--- src/rtl/score_reporter_pkg.sv ---
// Shared widths, protocol constants and FSM encoding for the score reporter.
package score_reporter_pkg;
  localparam int SCORE_W = 14;
  localparam int ID_W    = 5;
  localparam int REQ_W   = 4;
  localparam int CNT_W   = 8;

  localparam logic [REQ_W-1:0] REQ_CODE_DEF       = 4'd5;
  localparam int               MAX_SCORE_DEF      = 9999;
  localparam int               HOLD_CYCLES_DEF    = 12;
  localparam int               RELEASE_CYCLES_DEF = 2;

  typedef enum logic [1:0] {
    ST_IDLE    = 2'd0,
    ST_PLAYING = 2'd1,
    ST_HOLD    = 2'd2,
    ST_RELEASE = 2'd3
  } state_t;
endpackage

--- src/rtl/score_reporter_accumulator.sv ---
// Saturating running-score counter: clear wins, freeze blocks increments.
module score_accumulator
  import score_reporter_pkg::*;
#(
  parameter int MAX_SCORE = MAX_SCORE_DEF
) (
  input  logic               clk,
  input  logic               rst,
  input  logic               i_clear,
  input  logic               i_inc,
  input  logic               i_freeze,
  output logic [SCORE_W-1:0] o_score
);
  logic [SCORE_W-1:0] r_score;

  // Count points up to MAX_SCORE and stick there instead of wrapping.
  always_ff @(posedge clk or posedge rst) begin
    if (rst)                                               r_score <= '0;
    else if (i_clear)                                      r_score <= '0;
    else if (i_inc && !i_freeze && r_score < SCORE_W'(MAX_SCORE)) r_score <= r_score + 1'b1;
  end

  assign o_score = r_score;
endmodule

--- src/rtl/score_reporter.sv ---
// Producer side of the score_req/Score/playerID handshake to the score tracker.
// Tracks the running score during a game, then holds the request for a fixed
// window, latches the tracker verdict and releases the request.
module score_reporter
  import score_reporter_pkg::*;
#(
  parameter logic [REQ_W-1:0] REQ_CODE       = REQ_CODE_DEF,
  parameter int               MAX_SCORE      = MAX_SCORE_DEF,
  parameter int               HOLD_CYCLES    = HOLD_CYCLES_DEF,
  parameter int               RELEASE_CYCLES = RELEASE_CYCLES_DEF
) (
  input  logic               clk,
  input  logic               rst,
  input  logic               game_start,
  input  logic [ID_W-1:0]    player_id_in,
  input  logic               point_tick,
  input  logic               game_over,
  input  logic               personal_winner,
  input  logic               global_winner,
  output logic [REQ_W-1:0]   score_req,
  output logic [ID_W-1:0]    playerID,
  output logic [SCORE_W-1:0] Score,
  output logic               busy,
  output logic               new_personal_best,
  output logic               new_global_best,
  output logic               report_done
);
  state_t             r_state, w_state_nxt;
  logic [CNT_W-1:0]   r_cnt, w_cnt_nxt;
  logic [REQ_W-1:0]   r_req, w_req_nxt;
  logic [ID_W-1:0]    r_pid, w_pid_nxt;
  logic               r_pb, w_pb_nxt;
  logic               r_gb, w_gb_nxt;
  logic               r_done, w_done_nxt;
  logic               w_clear, w_inc, w_freeze;

  // Score only moves while a game is in progress; it is frozen for the report.
  score_accumulator #(.MAX_SCORE(MAX_SCORE)) u_acc (
    .clk     (clk),
    .rst     (rst),
    .i_clear (w_clear),
    .i_inc   (w_inc),
    .i_freeze(w_freeze),
    .o_score (Score)
  );

  assign w_freeze = (r_state != ST_PLAYING);

  // Next-state and next-output logic; score_req is computed here and registered
  // so the tracker never sees an intermediate value.
  always_comb begin
    w_state_nxt = r_state;
    w_cnt_nxt   = r_cnt;
    w_req_nxt   = '0;
    w_pid_nxt   = r_pid;
    w_pb_nxt    = r_pb;
    w_gb_nxt    = r_gb;
    w_done_nxt  = 1'b0;
    w_clear     = 1'b0;
    w_inc       = 1'b0;
    case (r_state)
      ST_IDLE: begin
        if (game_start) begin
          w_state_nxt = ST_PLAYING;
          w_clear     = 1'b1;
          w_pid_nxt   = player_id_in;
          w_pb_nxt    = 1'b0;
          w_gb_nxt    = 1'b0;
        end
      end
      ST_PLAYING: begin
        // A tick coinciding with game_over still lands in the final score.
        w_inc = point_tick;
        if (game_over) begin
          w_state_nxt = ST_HOLD;
          w_req_nxt   = REQ_CODE;
          w_cnt_nxt   = '0;
        end
      end
      ST_HOLD: begin
        w_req_nxt = REQ_CODE;
        if (r_cnt == CNT_W'(HOLD_CYCLES - 1)) begin
          w_pb_nxt    = personal_winner;
          w_gb_nxt    = global_winner;
          w_state_nxt = ST_RELEASE;
          w_req_nxt   = '0;
          w_cnt_nxt   = '0;
        end else begin
          w_cnt_nxt = r_cnt + 1'b1;
        end
      end
      ST_RELEASE: begin
        if (r_cnt == CNT_W'(RELEASE_CYCLES - 1)) begin
          w_state_nxt = ST_IDLE;
          w_done_nxt  = 1'b1;
          w_cnt_nxt   = '0;
        end else begin
          w_cnt_nxt = r_cnt + 1'b1;
        end
      end
      default: begin
        w_state_nxt = ST_IDLE;
        w_cnt_nxt   = '0;
        w_pid_nxt   = '0;
        w_pb_nxt    = 1'b0;
        w_gb_nxt    = 1'b0;
        w_clear     = 1'b1;
      end
    endcase
  end

  // State, counter and registered outputs; reset drops score_req immediately.
  always_ff @(posedge clk or posedge rst) begin
    if (rst) begin
      r_state <= ST_IDLE;
      r_cnt   <= '0;
      r_req   <= '0;
      r_pid   <= '0;
      r_pb    <= 1'b0;
      r_gb    <= 1'b0;
      r_done  <= 1'b0;
    end else begin
      r_state <= w_state_nxt;
      r_cnt   <= w_cnt_nxt;
      r_req   <= w_req_nxt;
      r_pid   <= w_pid_nxt;
      r_pb    <= w_pb_nxt;
      r_gb    <= w_gb_nxt;
      r_done  <= w_done_nxt;
    end
  end

  assign score_req         = r_req;
  assign playerID          = r_pid;
  assign busy              = (r_state != ST_IDLE);
  assign new_personal_best = r_pb;
  assign new_global_best   = r_gb;
  assign report_done       = r_done;
endmodule

--- config.mk ---
export PLATFORM = sky130hd
export DESIGN_NAME = score_reporter
export DESIGN_NICKNAME = d
export VERILOG_FILES = /design/src/rtl/score_reporter_pkg.sv /design/src/rtl/score_reporter_accumulator.sv /design/src/rtl/score_reporter.sv
export SDC_FILE = /design/constraint.sdc
export NUM_CORES = 1
export LEC_CHECK = 0
export ABC_AREA = 1
export CAP_MARGIN = 20
export CORE_MARGIN = 2
export CORE_UTILIZATION = 50
export CTS_CLUSTER_DIAMETER = 150
export DETAILED_ROUTE_END_ITERATION = 8
export GPL_TIMING_DRIVEN = 0
export PLACE_DENSITY = 0.78
export SETUP_SLACK_MARGIN = 0.3
export SYNTH_ARGS = -nofsm -noshare
export SYNTH_HDL_FRONTEND = slang
export SYNTH_SLANG_ARGS = --single-unit
--- constraint.sdc ---
create_clock -name clk -period 1.7 [get_ports clk]
set_input_delay 0.34 -clock clk [delete_from_list [all_inputs] [get_ports clk]]
set_output_delay 0.34 -clock clk [all_outputs]
set_load 0.02 [all_outputs]
### After elaboration in Yosys (flattened, before gate mapping)

Cells that the tools add are included.

* add/subtract/negate cells: 2
* magnitude comparators: 1
* equality and inequality tests: 10
* multiplexer cells: 24
* reductions and logical operators: 12

Operators by type and width (number)
* 14-bit 2-to-1 mux: 2
* 8-bit 2-to-1 mux: 3
* 8-bit case mux with 3 select lines: 1
* 14-bit by 1-bit adder with 14-bit output (second input constant): 1
* 14-bit < comparator (second input constant): 1
* 8-bit by 1-bit adder with 8-bit output (second input constant): 1
* 8-bit by 1-bit == test with 1-bit output (second input constant): 1
* 8-bit by 4-bit == test with 1-bit output (second input constant): 1
* 1-bit 2-to-1 mux: 8
* 2-bit 2-to-1 mux: 4
* 2-bit inequality test (second input constant): 4
* 2-bit case mux with 4 select lines: 1
* 3-bit 2-to-1 mux: 2
* 3-bit case mux with 2 select lines: 1
* 2-bit nonzero test: 3
* 2-bit == test (second input constant): 2
* 1-bit case mux with 2 select lines: 2
* 2-bit AND reduction: 2
* 4-bit AND reduction: 1
* 3-bit AND reduction: 1
* 3-bit nonzero test: 1
* 2-bit by 1-bit == test with 1-bit output (second input constant): 1
* 1-bit logical AND: 2
* 2-bit logical NOT: 1
* other kinds (2): 2

* bits in registers: 36
* output and inout bits: 27

### Longest topological paths before layout

Gate-level depths: netlist (run 1).

* depth in word-level cells: 6
* depth in mapped cells: 10
* mapped depth without buffers: 9

### Modules after synthesis

A second synthesis (run 1) with hierarchy kept.

* cell total of the unflattened synthesis: 305
* area, all modules: 2163.3 um^2

Modules (own cells, without submodules)
* score_reporter: times used 1, cells each 151, area an instance 1142.3 um^2, seq. area each 475.5 um^2
* score_accumulator: times used 1, cells each 154, area an instance 1021.0 um^2, seq. area each 350.3 um^2

### Worst setup path after synthesis (run 1)

Ideal clock, no wire load.

* kind: register to register
* start point: register u_acc.r_score[0], in the netlist u_acc.o_score[0]
* end point: register u_acc.r_score[7], in the netlist u_acc.o_score[7]
* arrival: 1.562 ns
* required time: 1.634 ns
* path slack: 0.072 ns
* cell stages (with the launch flop): 11
* buffers on the path: 1
* cell sequence: dfrtp_1 ha_1 nand3_2 nand2_1 inv_2 nor2_4 nor2_4 nor2_4 buf_6 nand2_1 nand2_1

* longest elaborated chain between the ends: 3

Ends and longest elaborated chain
* from (decl): RTL line score_reporter_accumulator.sv:14 `logic [SCORE_W-1:0] r_score;`
* from (signal assigned): RTL line score_reporter_accumulator.sv:20 `else if (i_inc && !i_freeze && r_score < SCORE_W'(MAX_SCORE)) r_score <= r_score + 1'b1;`
* 14-bit by 1-bit adder with 14-bit output / 14-bit < comparator (equally long branches): RTL line score_reporter_accumulator.sv:20
* 14-bit 2-to-1 mux / 1-bit logical AND (equally long branches): RTL line score_reporter_accumulator.sv:20
* 14-bit 2-to-1 mux / 2-bit nonzero test (equally long branches)

Several ways; a longest one is shown, not always the timed one. The select of a mux whose other input is x is not followed.
A chain may end at the register's enable or synchronous reset.

### Worst setup path after layout (run 1)

* start point: register r_state[0]
* end point: register u_acc.r_score[13], in the netlist u_acc.o_score[13]

* longest elaborated chain between the ends: 5

Ends and longest elaborated chain
* from (decl): RTL line score_reporter.sv:28 `state_t r_state, w_state_nxt;`
* from (signal assigned): RTL line score_reporter.sv:123 `r_state <= w_state_nxt;`
* 2-bit by 1-bit == test with 1-bit output / 2-bit by 1-bit inequality test with 1-bit output (equally long branches): RTL line score_reporter.sv:61, score_reporter.sv:47
* 1-bit 2-to-1 mux / 1-bit logical NOT (equally long branches): RTL line score_reporter.sv:61, score_reporter_accumulator.sv:20
* 1-bit logical AND (2 in a row): RTL line score_reporter_accumulator.sv:20
* 2-bit nonzero test (no source line)

Several ways; a longest one is shown, not always the timed one.

==> impl_metrics.yaml, run 1 <==
route:
  routedWlPerCell_um: 17.1
  drc_errors: 0
  drt_first_iter_violations: 282
  num_vias: 2202
  vias_per_cell: 5.70
  dr.pass1.iters: 8
  drt_wl_total_um: 6590
  drtAntennaViolNets: 0
timing:
  drv_slew: 0
  period_share: 0.972
  setup_violations: 0
  relSlewSlack: 0.597
  timing.clock.skew_ps: 11.4
  hold_viol: 0
  rsz0062_at_grt: "true"
  max_freq_ghz: 0.605
  tightestPinTransition_ps: 603
  period_needed_ps: 1650
placed_design:
  port_buffers: 36
  routabilityCongestion: 0.888
  dp_hpwl_um: 3280
  dp.cells: 353
synth:
  avgSynthCellArea_um2: 7.35
  yosys_register_bits: 33
  synth_cell_types: 26
  syn_area_um2: 1960
  synthCells: 267
  yosysSeqAreaShare: 0.421
  yosys_warnings: 0
critical_path:
  end_kind: "flop"
  crit_top_cell: "nand2_1"
  critPathBufInv: 2
  cp_max_fo: 4
  path_class: "flop to flop"
  cp_slowest_cell: "dfrtp_2"
  max_stage_delay_ps: 430
  cp.required_ps: 1880
  worstPathCellList: "buf_6, ha_4, nand2_4, a21oi_2, nand2_1, nor2_4, nor2_4, buf_4, nand2_1, nand2_1"
  crit_arrival_ps: 1830
  critical-path-top-delay-family: "simple AND/OR/NAND/NOR gates"
  cp-start-kind: "flop"
cells_and_area:
  finalNetCount: 357
  antenna_cells: 0
  drive_gt1_frac: 0.370
  final_common_cell: "nand2_1"
  syn2layout_area_growth_pct: 54.3
  final_cells: 386
  final_cell_mix: "nand2_1, nor2_1, inv_1, buf_4, dfrtp_1"
  utilization: 0.815
clocking:
  htree_levels: 2
  cts_tree: "yes"
  clk_pin_slew_ps: 70
  clock_path_buffers: 2
  cts-root-buf: "clkbuf_8"
  cts_sinks: 33
  cts_hold_buf: 0
  clock_latency_ps: 300
  cts_made_buffers: 5
floorplan:
  pin_count: 39
  die_w_um: 66.7
  core_area_um2: 3720
  start_util: 0.528
  rows: 22
  fp.dieH_um: 66.7
  dieArea_um2: 4440
global_routing:
  grt_remaining_overflow: 0
  grt_max_degree: 22
  track_usage: 0.258
  use_met1: 0.322
  grt_pass1_vias: 1855
  met3_usage: 0.0524
  grt_pass1_wl_um: 8670
  antenna_found_initial: 0
  grtUsageMet2: 0.438
  grt-busiest-layer: "met2"
power:
  combPwrFrac: 0.566
  seq_power_share: 0.273
  p_int_mw: 2.38
  power.switching_mw: 1.79
  p_per_area_nw_per_um2: 1380
  peakVddDrop_mv: 0.892
  switching_share: 0.428
  p_clk_frac: 0.161
  p_leak_nw: 1.48
min_path:
  hold_class: "primary input to async pin"
run:
  drv_cap: 0
outcome:
  status: "finished, final reports clean"
[cells in the mapped netlist (all sizes together)]
library cell / n / share of area
nand3b: 3 / 0.011
xnor2: 1 / 0.0045
nand4: 13 / 0.041
dfrtp: 33 / 0.42
nand3: 26 / 0.069
nand2: 95 / 0.18
inv: 30 / 0.057
nor2: 30 / 0.070
o21ai: 9 / 0.025
nor3b: 1 / 0.0038
conb: 1 / 0.0019
xor2: 6 / 0.027
or2: 1 / 0.0032
buf: 5 / 0.020
a21o: 1 / 0.0038
ha: 8 / 0.051
clkbuf: 2 / 0.0038
a21oi: 2 / 0.0051
[registers in the layout (all words and copies together) (netlist names)]
name,flops
new_global_best,1
new_personal_best,1
playerID,5
r_cnt,8
r_state,2
report_done,1
score_req,1
u_acc.o_score,14
[kinds of logic after synthesis]
| logic type | after synthesis | synth area share |
|---|---|---|
| AO/OA/AOI/OAI | 12 | 0.0338 |
| buffers and inverters | 37 | 0.0809 |
| AND/OR/NAND/NOR | 169 | 0.380 |
| XOR/XNOR | 7 | 0.0312 |
| other | 1 | 0.00191 |
| flip-flops | 33 | 0.421 |
| adder cells (fa/ha/maj) | 8 | 0.0510 |
[worst paths after layout]
check | from | endpoint | slack [ps] | cells past startpoint
min | rst | u_acc.o_score[8]$_DFFE_PP0P_ | 400 | 2
min in group clk | playerID[2]$_DFFE_PP0P_ | playerID[2]$_DFFE_PP0P_ | 480 | 2
min reg2reg | playerID[2]$_DFFE_PP0P_ | playerID[2]$_DFFE_PP0P_ | 480 | 2
max | r_state[0]$_DFFE_PP0P_ | u_acc.o_score[13]$_DFFE_PP0P_ | 50 | 10
max reg2reg | r_state[0]$_DFFE_PP0P_ | u_acc.o_score[13]$_DFFE_PP0P_ | 50 | 10
max in group asynchronous | rst | r_cnt[0]$_DFFE_PP0P_ | 760 | 3
[power by group through the flow]
stage | Sequential, mW | Clock (mW) | Combinational, mW
after floorplan | 1.23 | 0 | 0.759
after global placement | 1.11 | 0 | 1.34
after detailed placement | 1.12 | 0 | 1.38
after CTS | 1.10 | 0.658 | 1.71
after global routing | 1.15 | 0.701 | 2.49
final | 1.14 | 0.672 | 2.36
[final cells by class]
| class | count | area [um^2] |
|---|---|---|
| tap | 48 | 60.1 |
| buffer | 7 | 75.1 |
| sequential | 33 | 843 |
| inverter | 30 | 120 |
| multi-input combinational | 198 | 1260 |
| fill | 221 | 687 |
| clock buffer | 7 | 96.3 |
| timing repair buffer | 62 | 573 |
| clock inverter | 1 | 5.00 |
[layer usage]
layer  wire length [um]  vias to the layer above
met1               2470                     1006
met4                288                        0
met3                517                       47
met5                  0                        -
li1                   -                      986
met2               3310                      163
[per-stage QoR]
| stage | setup WS [ps] | power, mW | hold slack, ps | instance area, um^2 | TNS (ps) |
|---|---|---|---|---|---|
| floorplan | 240 | 1.99 | 450 | 2000 | 0 |
| global placement | -219 | 2.45 | 466 | 2420 | -5130 |
| detailed placement | -116 | 2.50 | 471 | 2450 | -1180 |
| CTS | 68.9 | 3.47 | 435 | 2770 | 0 |
| global route | 12.8 | 4.35 | 466 | 3030 | 0 |
| finish | 47.9 | 4.17 | 404 | 3030 | 0 |
[what timing repair did]
action,CTS,global route
resized for setup,83,67
buffers inserted,10,13
setup endpoints to repair,55,47
cloned,1,1
pin swaps,11,24
No activity file was read; power rests on OpenSTA's default activity.
==> run 2: changes to the inputs <==
- PLACE_DENSITY: 0.78 -> 0.77
- SETUP_SLACK_MARGIN: 0.3 -> not set
- SYNTH_HIERARCHICAL: not set -> 1
==> impl_metrics.yaml, run 2 <==
outcome:
  status: "finished, final reports clean"
cells_and_area:
  finalNetCount: 373
  final_common_cell: "nand2_1"
  syn2layout_area_growth_pct: 25.7
  largest_reg_flops: 14
  final_cell_mix: "nand2_1, inv_1, nor2_1"
  drive_gt1_frac: 0.136
  antenna_cells: 0
  postLayoutCellArea_um2: 2720
  final_cells: 403
  utilization: 0.666
placed_design:
  dp_hpwl_um: 3580
  dpl_cell_area_um2: 2590
  routabilityCongestion: 0.849
  preCtsSetupSlack_ps: -296
  port_buffers: 36
  dp.cells: 392
global_routing:
  grt_remaining_overflow: 0
  grt_pass1_vias: 1915
  grt_max_degree: 20
  grt_pass1_wl_um: 8610
  antenna_found_initial: 0
  track_usage: 0.220
timing:
  hold_viol: 0
  max_freq_ghz: 0.601
  hold-worst-slack_ps: 436
  setup_violations: 0
  period_share: 0.978
  drv_slew: 0
  tightestPinTransition_ps: 712
  timing.clock.skew_ps: 4.41
  relSlewSlack: 0.525
  period_needed_ps: 1660
  rsz0062_at_grt: "false"
  tns_ps: 0
  setup_ws_ps: 36.8
power:
  p_per_area_nw_per_um2: 1190
  switching_share: 0.417
  p_clk_frac: 0.184
  p_leak_nw: 1.49
  combPwrFrac: 0.479
  p_total_mw: 3.22
  seq_power_share: 0.337
  power.switching_mw: 1.35
  peakVddDrop_mv: 0.804
  p_int_mw: 1.88
floorplan:
  dieArea_um2: 4870
  core_area_um2: 4090
  rows: 23
  fp.dieH_um: 69.8
  start_util: 0.529
  pin_count: 39
  die_w_um: 69.8
synth:
  yosys_register_bits: 33
  synth_commonest_cells: "nand2_1, inv_1, nor2_1, dfrtp_1, nand3_1"
  synthCells: 305
  ys.flop_type: "dfrtp_1"
  yosys_warnings: 6
  synth.most_common_cell: "nand2_1"
  synth_edf_count: 0
  synth_area_leader_cell: "dfrtp_1"
  syn_area_um2: 2160
  avgSynthCellArea_um2: 7.09
  yosysSeqAreaShare: 0.382
  synth_top_area_frac: 0.382
  netlist_top_cells_area: "dfrtp_1, nand2_1, nand3_1, inv_1, nor2_1"
  synth_cell_types: 33
  async_flop_share: 1.00
route:
  dr.pass1.iters: 4
  drtAntennaViolNets: 0
  vias_per_cell: 5.11
  drt_wl_total_um: 4910
  drc_errors: 0
  num_vias: 2060
  routedWlPerCell_um: 12.2
  drt_first_iter_violations: 130
clocking:
  cts_made_buffers: 5
  cts_tree: "yes"
  htree_levels: 2
  clk_pin_slew_ps: 70
  cts-root-buf: "clkbuf_8"
  clock_path_buffers: 2
  cts_sinks: 33
  clock_latency_ps: 280
critical_path:
  cp_slowest_cell: "clkdlybuf4s50_1"
  cp-start-kind: "flop"
  critPathBufInv: 1
  critical-path-top-delay-family: "buffers and inverters"
  crit_arrival_ps: 1320
  cp.required_ps: 1360
  cp_max_fo: 4
  path_class: "flop to output port"
  max_stage_delay_ps: 630
  worstPathCellList: "clkdlybuf4s50_1"
  end_kind: "output port"
run:
  drv_cap: 0
min_path:
  hold_class: "primary input to async pin"
## run 2: cell type report
cell class                      count  area (um^2)
Multi-Input combinational cell    224         1140
Sequential cell                    33          827
Buffer                              8         66.3
Inverter                           41          156
Tap cell                           50         62.6
Fill cell                         351         1370
Timing Repair Buffer               40          377
Clock buffer                        7         86.3
## run 2: layer usage
layer	vias to the layer above	wire length [um]	GRT usage
li1	1046	-	-
met1	948	2270	0.302
met2	61	2310	0.349
met3	5	287	0.0494
met4	0	46	0.0620
met5	-	0	0
## run 2: cells by family after synthesis
family / after synthesis / share of synthesized area
AO/OA/AOI/OAI: 9 / 0.0341
buffers and inverters: 49 / 0.102
other: 1 / 0.00173
XOR/XNOR: 5 / 0.0202
flip-flops: 33 / 0.382
adder cells (fa/ha/maj): 8 / 0.0463
AND/OR/NAND/NOR: 200 / 0.414
## run 2: worst register-to-register path, stage by stage (launching register included)
cell and delay [ps]:
dfrtp_2 440, inv_1 110, ha_1 210, nand2_2 110, inv_2 100, clkinv_2 120, buf_2 220, nand4_1 110
nand2_1 50
## run 2: path summary, 6_finish.rpt
check,from,end,slack (ps),cells past startpoint
min,rst,u_acc/o_score[2]$_DFFE_PP0P_,440,2
max,u_acc/o_score[0]$_DFFE_PP0P_,Score[0],40,1
min reg2reg,new_global_best$_DFFE_PP0P_,new_global_best$_DFFE_PP0P_,480,2
max in group asynchronous,rst,r_state[0]$_DFFE_PP0P_,710,2
max reg2reg,r_state[0]$_DFFE_PP0P_,u_acc/o_score[5]$_DFFE_PP0P_,120,8
min in group clk,new_global_best$_DFFE_PP0P_,new_global_best$_DFFE_PP0P_,480,2
## run 2: power by group through the flow
stage	combinational (mW)	sequential, mW	clock [mW]
6_report	1.54	1.09	0.595
5_1_grt	1.71	1.11	0.647
4_1_cts	1.51	1.08	0.609
3_5_place_dp	1.47	1.09	0
3_3_place_gp	1.44	1.09	0
2_1_floorplan	0.851	1.19	0
## run 2: timing repair
action	CTS	global route
endpoints found under the setup margin	26	21
pin swaps	1	0
buffers inserted	3	1
hold buffers	0	0
gates resized for setup	18	11
